--- src/rtl/stack_cpu_pkg.sv ---
// Shared constants and types for the stack CPU slice.
// Holds the opcode set and the fetch FSM state encoding.
package stack_cpu_pkg;

   localparam int FETCH_ADDR_W     = 2;
   localparam int FETCH_DATA_W     = 8;
   localparam int FETCH_PRESCALE_W = 23;

   localparam logic [7:0] OP_NOP     = 8'h00;
   localparam logic [7:0] OP_NOP1    = 8'h01;
   localparam logic [7:0] OP_LED_OFF = 8'h02;
   localparam logic [7:0] OP_LED_ON  = 8'h03;

   typedef enum logic [1:0] {
      IDLE = 2'd0,
      READ = 2'd1,
      HOLD = 2'd2
   } fetch_state_t;

endpackage

--- src/rtl/fetch_unit_if.sv ---
// ROM port, instruction handshake and redirect/halt controls
// between the fetch unit (master) and its ROM/executor (slave).
interface fetch_unit_if
   import stack_cpu_pkg::*;
#(
   parameter int ADDR_W = FETCH_ADDR_W,
   parameter int DATA_W = FETCH_DATA_W
);

   logic              rom_en;
   logic [ADDR_W-1:0] rom_addr;
   logic [DATA_W-1:0] rom_data;
   logic              instr_valid;
   logic              instr_ready;
   logic [DATA_W-1:0] instr_data;
   logic [ADDR_W-1:0] instr_pc;
   logic              jump_valid;
   logic [ADDR_W-1:0] jump_addr;
   logic              halt;

   modport master (
      output rom_en, rom_addr,
      input  rom_data,
      output instr_valid, instr_data, instr_pc,
      input  instr_ready,
      input  jump_valid, jump_addr, halt
   );

   modport slave (
      input  rom_en, rom_addr,
      output rom_data,
      input  instr_valid, instr_data, instr_pc,
      output instr_ready,
      output jump_valid, jump_addr, halt
   );

endinterface

--- src/rtl/tick_gen.sv ---
// Free-running prescaler; tick is high for the one cycle
// in which the counter is all-ones.
module tick_gen #(
   parameter int PRESCALE_W = 23
) (
   input  logic CLK,
   input  logic RST_N,
   output logic tick
);

   logic [PRESCALE_W-1:0] cnt;

   always_ff @(posedge CLK or negedge RST_N) begin
      if (!RST_N) cnt <= '0;
      else        cnt <= cnt + 1'b1;
   end

   assign tick = &cnt;

endmodule

--- src/rtl/fetch_unit.sv ---
// Instruction fetch: IDLE -> READ -> HOLD against a sync ROM.
// Define FETCH_PRESCALE_EN to pace fetches with tick_gen.
module fetch_unit
   import stack_cpu_pkg::*;
#(
   parameter int ADDR_W     = FETCH_ADDR_W,
   parameter int DATA_W     = FETCH_DATA_W,
   parameter int PRESCALE_W = FETCH_PRESCALE_W
) (
   input logic          CLK,
   input logic          RST_N,
   fetch_unit_if.master bus
);

   fetch_state_t      state;
   logic [ADDR_W-1:0] pc;
   logic [ADDR_W-1:0] fetch_addr;
   logic [ADDR_W-1:0] instr_pc_q;
   logic [DATA_W-1:0] instr_data_q;
   logic              instr_valid_q;
   logic              tick;
   logic              issue;

`ifdef FETCH_PRESCALE_EN
   tick_gen #(
      .PRESCALE_W(PRESCALE_W)
   ) u_tick_gen (
      .CLK  (CLK),
      .RST_N(RST_N),
      .tick (tick)
   );
`else
   assign tick = (PRESCALE_W > 0);
`endif

   // A pending jump always wins over a new fetch.
   assign issue = (state == IDLE) & tick
                & ~bus.halt & ~bus.jump_valid;

   assign bus.rom_en      = issue;
   assign bus.rom_addr    = pc;
   assign bus.instr_valid = instr_valid_q;
   assign bus.instr_data  = instr_data_q;
   assign bus.instr_pc    = instr_pc_q;

   always_ff @(posedge CLK or negedge RST_N) begin
      if (!RST_N) begin
         state         <= IDLE;
         pc            <= '0;
         fetch_addr    <= '0;
         instr_valid_q <= 1'b0;
         instr_data_q  <= '0;
         instr_pc_q    <= '0;
      end else if (bus.jump_valid) begin
         pc            <= bus.jump_addr;
         state         <= IDLE;
         instr_valid_q <= 1'b0;
      end else begin
         unique case (state)
            IDLE: begin
               if (issue) begin
                  pc         <= pc + 1'b1;
                  fetch_addr <= pc;
                  state      <= READ;
               end
            end
            READ: begin
               instr_data_q  <= bus.rom_data;
               instr_pc_q    <= fetch_addr;
               instr_valid_q <= 1'b1;
               state         <= HOLD;
            end
            HOLD: begin
               if (bus.instr_ready) begin
                  instr_valid_q <= 1'b0;
                  state         <= IDLE;
               end
            end
            default: state <= IDLE;
         endcase
      end
   end

endmodule

--- src/flat_wrapper.sv ---
// flat-port wrapper written by rule: the top's interface ports become plain ports
module fetch_unit_flat import stack_cpu_pkg::*;
#(
   parameter int ADDR_W     = FETCH_ADDR_W,
   parameter int DATA_W     = FETCH_DATA_W,
   parameter int PRESCALE_W = FETCH_PRESCALE_W
)
  (CLK, RST_N, bus_rom_en, bus_rom_addr, bus_rom_data, bus_instr_valid, bus_instr_data, bus_instr_pc, bus_instr_ready, bus_jump_valid, bus_jump_addr, bus_halt);
  fetch_unit_if #(.ADDR_W(ADDR_W), .DATA_W(DATA_W)) bus_i ();
  input logic CLK;
  input logic RST_N;
  output wire logic [$bits(bus_i.rom_en)-1:0] bus_rom_en;
  output wire logic [$bits(bus_i.rom_addr)-1:0] bus_rom_addr;
  input wire logic [$bits(bus_i.rom_data)-1:0] bus_rom_data;
  output wire logic [$bits(bus_i.instr_valid)-1:0] bus_instr_valid;
  output wire logic [$bits(bus_i.instr_data)-1:0] bus_instr_data;
  output wire logic [$bits(bus_i.instr_pc)-1:0] bus_instr_pc;
  input wire logic [$bits(bus_i.instr_ready)-1:0] bus_instr_ready;
  input wire logic [$bits(bus_i.jump_valid)-1:0] bus_jump_valid;
  input wire logic [$bits(bus_i.jump_addr)-1:0] bus_jump_addr;
  input wire logic [$bits(bus_i.halt)-1:0] bus_halt;
  assign bus_rom_en = bus_i.rom_en;
  assign bus_rom_addr = bus_i.rom_addr;
  assign bus_i.rom_data = bus_rom_data;
  assign bus_instr_valid = bus_i.instr_valid;
  assign bus_instr_data = bus_i.instr_data;
  assign bus_instr_pc = bus_i.instr_pc;
  assign bus_i.instr_ready = bus_instr_ready;
  assign bus_i.jump_valid = bus_jump_valid;
  assign bus_i.jump_addr = bus_jump_addr;
  assign bus_i.halt = bus_halt;
  fetch_unit #(.ADDR_W(ADDR_W), .DATA_W(DATA_W), .PRESCALE_W(PRESCALE_W)) u_core (.CLK(CLK), .RST_N(RST_N), .bus(bus_i));
endmodule
--- config.mk ---
export PLATFORM = sky130hd
export DESIGN_NAME = fetch_unit_flat
export DESIGN_NICKNAME = d
export VERILOG_FILES = /design/src/rtl/stack_cpu_pkg.sv /design/src/rtl/fetch_unit_if.sv /design/src/rtl/tick_gen.sv /design/src/rtl/fetch_unit.sv /design/src/flat_wrapper.sv
export SDC_FILE = /design/constraint.sdc
export NUM_CORES = 1
export LEC_CHECK = 0
export ABC_AREA = 1
export ABC_CLOCK_PERIOD_IN_PS = 2000
export CORE_MARGIN = 5
export CORE_UTILIZATION = 47
export CTS_BUF_LIST = sky130_fd_sc_hd__clkbuf_2 sky130_fd_sc_hd__clkbuf_4 sky130_fd_sc_hd__clkbuf_8
export DETAILED_ROUTE_END_ITERATION = 12
export PLACE_DENSITY_LB_ADDON = 0.12
export SLEW_MARGIN = 20
export SYNTH_ARGS = -nofsm -noshare
export SYNTH_HDL_FRONTEND = slang
export SYNTH_SLANG_ARGS = --single-unit
export TNS_END_PERCENT = 1
--- constraint.sdc ---
create_clock -name CLK -period 2 [get_ports CLK]
set_clock_uncertainty 0.15 [all_clocks]
set_input_delay 0.2 -clock CLK [delete_from_list [all_inputs] [get_ports CLK]]
set_output_delay 0.2 -clock CLK [all_outputs]
set_load 0.005 [all_outputs]
==> out/qor.yml <==
status: "finished clean"
clock-root-buffer: "clkbuf_4"
cts_htree_levels: 1
drcViolationCount: 0
startpoint_type: "flop"
fillCellCount: 135
wire_per_inst_um: 12.6
synth.ff_latch_count: 17
ff2ff_path_depth: 4
cts_buffers: 3
antenna_found_initial: 0
diodes: 0
cp.required_ps: 1650
layout_min_cycle_time_ps: 1930
io_pins: 29
drt_wl_total_um: 1680
core_area_mm2: 0.00151
synth_top_area_share_pct: 56.4
p_int_mw: 0.664
syn_nets: 100
clockBufferDepth: 2
start_util_pct: 50.1
vias: 648
synth_area_per_cell_um2: 8.88
rows: 14
criticalPathCategory: "reg -> out"
final_layout_size_suffix_gt1_share_pct: 14.4
chipHeight_um: 50.1
cts.sinks: 17
cts_tree: "yes"
finalCritPeriodShare_pct: 96.4
clock.fmax_mhz: 519
synthTopCellsByArea: "dfrtp_1, nand2_1, nand3_1"
gr-total-overflow: 0
grt_pass1_wl_um: 2680
mostFrequentLayoutCells: "nand2_1, clkdlybuf4s50_1, dfrtp_1"
ir_drop_v: 0.000456
clk_latency_ps: 280
routabilityCongestion: 0.738
drt_pass1_iterations: 4
dpl.hpwl_um: 1170
drt_iter0_drc: 28
maxCapViolations: 0
synthDistinctLibCells: 13
switchingPower_mw: 0.241
drtAntennaViolNets: 0
final_cells: 134
io_buffers: 28
endpoint_kind: "output port"
fin_tns_setup_ps: 0
p_clk_share_pct: 21.0
p_per_area_mw_per_mm2: 836
synthCells: 85
crit_arrival_ps: 1580
synth_area_um2: 754
die-area_mm2: 0.00251
track_usage_pct: 13.9
yosysTopAreaCell: "dfrtp_1"
final_common_cell: "nand2_1"
cp_max_fo: 4
finalHoldViolCount: 0
p_sw_share_pct: 26.6
worst_slew_pin_slew_ps: 746
p_leak_nw: 0.551
relSlewSlack_pct: 50.1
fp.dieW_um: 50.1
setup_violations: 0
yosysSeqAreaShare_pct: 56.4
finalNetCount: 134
grt_pass1_vias: 611
yosysWarnings: 0
grt_max_degree: 18
syn_to_final_growth_pct: 43.4
finalMaxSlewViolations: 0
combPwrFrac_pct: 29.2
dp_cells: 128
p_seq_share_pct: 49.8
setup_ws_ps: 72.9
hp-class: "in -> async"
viasPerCell: 4.84
clk_pin_slew_ps: 90
dpl_worst_slack_ps: 224
-- cell type report --
type / instances / area (um^2) / area share, %
timing repair buffer: 32 / 310 / 28.7
sequential: 17 / 427 / 39.4
tap: 16 / 20.0 / 1.85
clock buffer: 4 / 30.0 / 2.77
inverter: 8 / 30.0 / 2.77
multi-input combinational: 57 / 265 / 24.5
-- final timing paths --
| check | to | slack [ps] | from |
|---|---|---|---|
| max in group asynchronous | u_core.state[1]$_DFFE_PN0P_ | 980 | RST_N |
| max reg2reg | u_core.bus.instr_data[7]$_DFFE_PN0P_ | 690 | u_core.state[1]$_DFFE_PN0P_ |
| min in group CLK | u_core.bus.instr_data[1]$_DFFE_PN0P_ | 320 | bus_rom_data[1] |
| min reg2reg | u_core.bus.instr_data[1]$_DFFE_PN0P_ | 320 | u_core.bus.instr_data[1]$_DFFE_PN0P_ |
| min | u_core.fetch_addr[1]$_DFFE_PN0P_ | 200 | RST_N |
| max | bus_rom_en | 70 | u_core.state[1]$_DFFE_PN0P_ |
-- flip-flops by register name, summed over array words and instances, names as in the netlist --
name and cells:
u_core.bus.rom_addr 2, u_core.bus.instr_valid 1, u_core.state 2, u_core.fetch_addr 2, u_core.bus.instr_data 8, u_core.bus.instr_pc 2
-- cells by family after synthesis --
kind of cell | count (synthesis) | share of synthesized area [%]
flip-flops | 17 | 56.4
buffers and inverters | 11 | 8.46
AND/OR/NAND/NOR | 53 | 31.7
AO/OA/AOI/OAI | 4 | 3.48
-- timing repair --
item | in CTS | in global routing
endpoints found under the hold margin | 0 | 0
setup endpoints to repair | 0 | 1
resized for setup | 0 | 1
hold buffers | 0 | 0
setup buffers | 0 | 2
-- metal layers --
layer / up-vias / wire, um / global-route usage (%)
met5: - / 0 / 0
met4: 0 / 0 / 6.55
met3: 0 / 151 / 5.42
met2: 22 / 801 / 20.3
met1: 295 / 728 / 17.7
li1: 331 / - / -
-- synthesized netlist by cell type --
library cell / instances
nand3_1: 13
inv_2: 3
o21ai_0: 2
nand2_1: 36
o31ai_1: 1
a21oi_2: 1
nand3_2: 1
nor2_2: 1
nor2_4: 1
inv_1: 5
dfrtp_1: 17
buf_6: 3
nand2_4: 1
-- power groups by stage --
stage | Sequential [mW] | Combinational [mW] | Clock (mW)
after global placement | 0.456 | 0.258 | 0
after global routing | 0.461 | 0.291 | 0.215
final | 0.451 | 0.265 | 0.190
after detailed placement | 0.457 | 0.263 | 0
after floorplan | 0.461 | 0.0898 | 0
after CTS | 0.451 | 0.264 | 0.199
-- per-stage QoR --
step / total power [mW] / cell area (um^2) / hold slack (ps) / util (%)
global placement: 0.714 / 1040 / 302 / 68.8
detailed placement: 0.720 / 1040 / 308 / 68.8
CTS: 0.914 / 1070 / 215 / 70.8
floorplan: 0.551 / 754 / -246 / -
finish: 0.905 / 1080 / 204 / 71.8
global route: 0.967 / 1080 / 266 / 71.8
-- critical path, stage by stage, from the launching register on --
cell             delay (ps)
dfrtp_2                 450
nor2_2                  140
nand3_2                 120
inv_2                    80
clkdlybuf4s50_1         500
No activity file was read; power rests on OpenSTA's default activity.
